`config.mk`:
```
export PLATFORM = sky130hd
export DESIGN_NAME = alu_regfile
export DESIGN_NICKNAME = d
export VERILOG_FILES = /design/src/rtl/alu_pkg.sv /design/src/rtl/regfile_mem.sv /design/src/rtl/alu_regfile.sv
export SDC_FILE = /design/constraint.sdc
export NUM_CORES = 1
export LEC_CHECK = 0
export BUFFER_PORTS_ARGS = -buffer_cell sky130_fd_sc_hd__buf_2
export CAP_MARGIN = 15
export CORE_ASPECT_RATIO = 0.5
export CORE_UTILIZATION = 35
export DETAILED_ROUTE_END_ITERATION = 16
export SETUP_SLACK_MARGIN = 0.4
export SYNTH_ARGS = -nofsm -noshare
export SYNTH_HDL_FRONTEND = slang
export SYNTH_SLANG_ARGS = --single-unit
```
`constraint.sdc`:
```
create_clock -name clk -period 6.65 [get_ports clk]
set_input_delay 1.33 -clock clk [delete_from_list [all_inputs] [get_ports clk]]
set_output_delay 1.33 -clock clk [all_outputs]
set_load 0.02 [all_outputs]
```
`src/rtl/alu_pkg.sv`:
```
// rtl/alu_pkg.sv - shared defaults, state type and helpers for the alu_* blocks
package alu_pkg;

  localparam int XLEN_DEFAULT = 32;
  localparam int NREG_DEFAULT = 32;

  // Register file sequencer: zero every entry first, then serve traffic
  typedef enum logic {
    CLEAR = 1'b0,
    READY = 1'b1
  } state_t;

  // Address width for a power-of-two register count
  function automatic int addr_width(input int nreg);
    return (nreg > 1) ? $clog2(nreg) : 1;
  endfunction

endpackage

```
`src/rtl/regfile_mem.sv`:
```
// rtl/regfile_mem.sv - register storage, one write port, two asynchronous read ports
module regfile_mem
  import alu_pkg::*;
#(
  parameter int XLEN = XLEN_DEFAULT,
  parameter int NREG = NREG_DEFAULT,
  parameter int AW   = addr_width(NREG)
) (
  input  logic            clk,
  input  logic            clear_sel,
  input  logic [AW-1:0]   clear_addr,
  input  logic            wr_en,
  input  logic [AW-1:0]   wr_addr,
  input  logic [XLEN-1:0] wr_data,
  input  logic [AW-1:0]   raddr1,
  input  logic [AW-1:0]   raddr2,
  output logic [XLEN-1:0] rdata1,
  output logic [XLEN-1:0] rdata2
);

  logic [XLEN-1:0] mem [NREG];

  logic            we;
  logic [AW-1:0]   waddr;
  logic [XLEN-1:0] wdata;

  // Write source select: the clear sequencer owns the port while it runs
  always_comb begin
    we    = 1'b0;
    waddr = '0;
    wdata = '0;
    if (clear_sel) begin
      we    = 1'b1;
      waddr = clear_addr;
      wdata = '0;
    end else begin
      we    = wr_en;
      waddr = wr_addr;
      wdata = wr_data;
    end
  end

  // Storage update; entry 0 is the hardwired zero and is never written
  always_ff @(posedge clk) begin
    if (we && (waddr != '0)) begin
      mem[waddr] <= wdata;
    end
  end

  assign rdata1 = mem[raddr1];
  assign rdata2 = mem[raddr2];

endmodule

```
`src/rtl/alu_regfile.sv`:
```
// rtl/alu_regfile.sv - ALU register file with bypass, x0 masking and post-reset clear
module alu_regfile
  import alu_pkg::*;
#(
  parameter int XLEN = XLEN_DEFAULT,
  parameter int NREG = NREG_DEFAULT,
  localparam int AW  = addr_width(NREG)
) (
  input  logic            clk,
  input  logic            rst,
  input  logic [AW-1:0]   rs1_addr,
  input  logic [AW-1:0]   rs2_addr,
  output logic [XLEN-1:0] rs1,
  output logic [XLEN-1:0] rs2,
  input  logic            rd_we,
  input  logic [AW-1:0]   rd_addr,
  input  logic [XLEN-1:0] rd,
  output logic            busy
);

  localparam logic [AW-1:0] LAST_REG = AW'(NREG - 1);

  state_t          state;
  logic [AW-1:0]   clr_cnt;
  logic [XLEN-1:0] mem_rdata1;
  logic [XLEN-1:0] mem_rdata2;
  logic            wr_ok;
  logic            byp1;
  logic            byp2;
  logic [XLEN-1:0] rs1_next;
  logic [XLEN-1:0] rs2_next;
  logic            clear_sel;
  logic            mem_wr_en;

  // Reset freezes the array; while clearing, the clear path owns the write port
  assign clear_sel = (state == CLEAR) && !rst;
  assign wr_ok     = rd_we && (rd_addr != '0);
  assign mem_wr_en = wr_ok && (state == READY) && !rst;

  regfile_mem #(
    .XLEN (XLEN),
    .NREG (NREG),
    .AW   (AW)
  ) u_mem (
    .clk        (clk),
    .clear_sel  (clear_sel),
    .clear_addr (clr_cnt),
    .wr_en      (mem_wr_en),
    .wr_addr    (rd_addr),
    .wr_data    (rd),
    .raddr1     (rs1_addr),
    .raddr2     (rs2_addr),
    .rdata1     (mem_rdata1),
    .rdata2     (mem_rdata2)
  );

  // Read data selection: x0 reads zero, a same-cycle write forwards new data
  always_comb begin
    byp1     = wr_ok && (rd_addr == rs1_addr);
    byp2     = wr_ok && (rd_addr == rs2_addr);
    rs1_next = '0;
    rs2_next = '0;
    if (rs1_addr != '0) begin
      rs1_next = byp1 ? rd : mem_rdata1;
    end
    if (rs2_addr != '0) begin
      rs2_next = byp2 ? rd : mem_rdata2;
    end
  end

  // Sequencer FSM with registered read outputs and busy flag
  always_ff @(posedge clk) begin
    if (rst) begin
      state   <= CLEAR;
      clr_cnt <= AW'(1);
      rs1     <= '0;
      rs2     <= '0;
      busy    <= 1'b1;
    end else begin
      case (state)
        CLEAR: begin
          rs1     <= '0;
          rs2     <= '0;
          clr_cnt <= clr_cnt + AW'(1);
          if (clr_cnt == LAST_REG) begin
            state <= READY;
            busy  <= 1'b0;
          end
        end
        READY: begin
          rs1  <= rs1_next;
          rs2  <= rs2_next;
          busy <= 1'b0;
        end
        default: begin
          state <= CLEAR;
          busy  <= 1'b1;
        end
      endcase
    end
  end

endmodule

```
==> flow_summary.json <==
{
  "clk_transition_reported_paths_ns": 0.07,
  "critical-path-slowest-cell": "sky130_fd_sc_hd__nor2_4",
  "total_power_per_unit_cell_area_mw_per_mm2": 261.9,
  "number_of_enable_type_register_cells_in_the_synthesized_netlist": 1024,
  "final.min_clock_period_ns": 4.393,
  "dpl.hpwl_mm": 87.15,
  "timing.clock.skew_ns": 0.02857,
  "ir_worst_vdd_mv": 0.1879,
  "placement.setup.worst_slack_ns": 1.604,
  "clkLatencyLatePin_ns": 0.70,
  "route.detailed.wl_per_inst_microns": 30.25,
  "timing.critical_path.to": "u_mem.mem[28][21]$_DFFE_PP_",
  "timing.final.setup_violations": 0,
  "synth_ff_type": "sky130_fd_sc_hd__edfxtp_1",
  "cts_tree": "built",
  "fp.dieW_microns": 534.9,
  "viasPerCell": 6.030,
  "grt.overflow.total": 0,
  "drt_wl_total_mm": 147.4,
  "grt_pass1_vias": 29640,
  "path_cells": "buf_2 -> nor2_4 -> mux2i_1 -> nand2_1 -> nand3_1 -> nor2_4 -> buf_4",
  "cts-resized-gates": 0,
  "cts-hold-fix-buffers": 0,
  "die_area_sq_mm": 0.1436,
  "worst-endpoint-arrival_ns": 4.79,
  "number_of_buffers_created_by_cts": 106,
  "fillers": 12420,
  "cell_chosen_for_the_clock_root": "sky130_fd_sc_hd__clkbuf_16",
  "finalNetCount": 2958,
  "synth.top_cells.by_area": "sky130_fd_sc_hd__edfxtp_1, sky130_fd_sc_hd__mux4_2, sky130_fd_sc_hd__mux2i_1",
  "worstSetupStartpointType": "input pin",
  "setup.worst_path.end_class": "flop",
  "final_hold_vio_count": 0,
  "starting_density_pct": 35.39,
  "grt_first_pass_wirelength_mm": 208.6,
  "worst-path-max-fanout": 23,
  "synth_largest_area_cell": "sky130_fd_sc_hd__edfxtp_1",
  "synth-seq-cells": 1095,
  "timing.slew.headroom_pct": 22.55,
  "ctsLongestPathBuffers": 3,
  "holdCritPathClass": "reg2reg",
  "power_leakage_nw": 18.68,
  "core_area_sq_mm": 0.1404,
  "grt_antenna_before_repair": 3,
  "syn-instance-count": 2762,
  "floorplan.io_pins": 115,
  "vias": 29370,
  "timing.critical_path.mode_cell": "sky130_fd_sc_hd__nor2_4",
  "final_layout_size_suffix_gt1_share_pct": 28.39,
  "slew_at_the_pin_closest_to_its_max_slew_limit_ns": 1.159,
  "yosys.cell_types.count": 45,
  "most_frequent_standard_cell_in_the_layout_excluding_fill_and_tap_cells": "sky130_fd_sc_hd__edfxtp_1",
  "clkSinkCount": 1095,
  "synth.top_cell.area_share_pct": 61.88,
  "detail_route.iter0.violations": 3499,
  "dr.pass1.iters": 5,
  "rows": 97,
  "postCtsSetupRepairBufs": 0,
  "syn_area_sq_mm": 0.04969,
  "largest_stage_delay_worst_path_ns": 1.09,
  "post_synth.cell_area_avg_sq_um": 17.99,
  "crit_required_ns": 7.05,
  "yosysSeqAreaShare_pct": 64.74,
  "regToRegSetupSlack_ns": 2.57,
  "setup.worst_path.class": "in2reg",
  "gp_routability_congestion": 0.9108,
  "syn2layout_area_growth_pct": 14.15,
  "worstReg2RegStart": "state$_SDFF_PP0_",
  "critPathLaunch": "rst",
  "synth-warning-count": 0,
  "result_of_the_run": "complete, no violations",
  "tns_ns": 0,
  "port_buffers": 114,
  "max-cap-violations": 0,
  "drc": 0,
  "largest_net_degree_at_the_start_of_global_routing": 88,
  "min_period_over_period_pct": 66.06,
  "num_antenna_cells": 0,
  "htree_num_levels": 3,
  "reg2reg_depth": 6,
  "total_routing_resource_utilization_after_global_routing_pct": 20.21,
  "most_used_cells_in_the_layout_excluding_fill_and_tap_cells": "sky130_fd_sc_hd__edfxtp_1, sky130_fd_sc_hd__mux4_2, sky130_fd_sc_hd__mux2i_1",
  "clock.fmax_mhz": 227.6,
  "grt_setup_unrepaired": "no",
  "route.antenna.remaining_nets": 0,
  "reg2reg_to": "u_mem.mem[28][21]$_DFFE_PP_",
  "maxSlewViolCount": 0,
  "floorplan.die.height_microns": 268.4,
  "setup_slack_ns": 2.257,
  "postSynth.asyncResetShare_pct": 0
}
[where the power goes]
group          internal, mW  leakage [nW]  switching, mW
Clock                  3.37          1.65           2.60
Sequential             7.61          9.97         0.0314
Combinational         0.461          7.06          0.787
[layer usage]
layer / vias to the layer above / track usage (%) / routed length, microns
li1: 12050 / - / -
met1: 15640 / 27.90 / 60920
met2: 1412 / 31.74 / 68080
met3: 267 / 4.653 / 13750
met4: 2 / 6.510 / 4588
met5: - / 0 / 11
[synthesized netlist by cell type (all sizes together), types with 32 or more instances]
cell type / instances
edfxtp: 1024
mux4: 384
mux2i: 260
a22oi: 192
clkbuf: 134
a221oi: 128
nand2: 112
buf: 90
nor2: 82
dfxtp: 71
nor2b: 39
nand3: 37
a21oi: 33
a221o: 32
o211ai: 32
o21a: 32
o21bai: 32
[worst max-delay path, delay by kind of cell]
family                 cells  cell delay (ns)
buffers and inverters      2             0.54
muxes                      1             0.28
and+or+nand+nor            4             2.60
[cell type report]
class | count | area [sq um] | share of cell area [%]
flip-flops and latches | 1095 | 32170 | 56.71
multi-input cells | 1470 | 17120 | 30.18
clock buffers | 142 | 2954 | 5.208
well taps | 1881 | 2354 | 4.149
repair buffers | 229 | 1684 | 2.969
clock inverters | 50 | 427.9 | 0.7544
inverters | 4 | 15.01 | 0.02647
[cell families (layout without fill, tap and decap cells)]
kind of cell    after synthesis  after routing  share of synthesized area [%]
compound gates              492            492                          7.785
xor+xnor                     12             12                         0.2115
fa+ha+maj                     2              2                        0.05035
mux                         646            646                          22.69
simple gates                286            286                          2.556
flops                      1095           1095                          64.74
buf+inv                     228            425                          1.964
other cells                   1             32                       0.007546
[registers in the layout, indices dropped and copies added, names as in the netlist]
name and count:
clr_cnt 5, state 1, busy 1, rs1 32
u_mem.mem 1024, rs2 32
[worst min path at each step]
stage          cells after the start                     from                       to
5_1_grt                            2        busy$_SDFFE_PP1P_        busy$_SDFFE_PP1P_
6_report                           2        busy$_SDFFE_PP1P_        busy$_SDFFE_PP1P_
3_3_place_gp                       2        busy$_SDFFE_PP1P_        busy$_SDFFE_PP1P_
3_5_place_dp                       2        busy$_SDFFE_PP1P_        busy$_SDFFE_PP1P_
2_1_floorplan                      2  clr_cnt[0]$_SDFFE_PP1N_  clr_cnt[0]$_SDFFE_PP1N_
4_1_cts                            2        busy$_SDFFE_PP1P_        busy$_SDFFE_PP1P_
[per-stage QoR]
stage          instance area [sq um]  power [mW]  instances  hold slack (ns)  util (%)
2_1_floorplan                  49810       8.552       2793           0.5264         -
3_3_place_gp                   53200       8.995       4670           0.4546     37.89
3_5_place_dp                   53230       9.015       4672           0.4539     37.91
4_1_cts                        56610       14.91       4864           0.4695     40.32
5_1_grt                        56720       15.24       4871           0.5261     40.40
6_report                       56720       14.86       4871           0.4761     40.40
No activity file was read; power rests on OpenSTA's default activity.
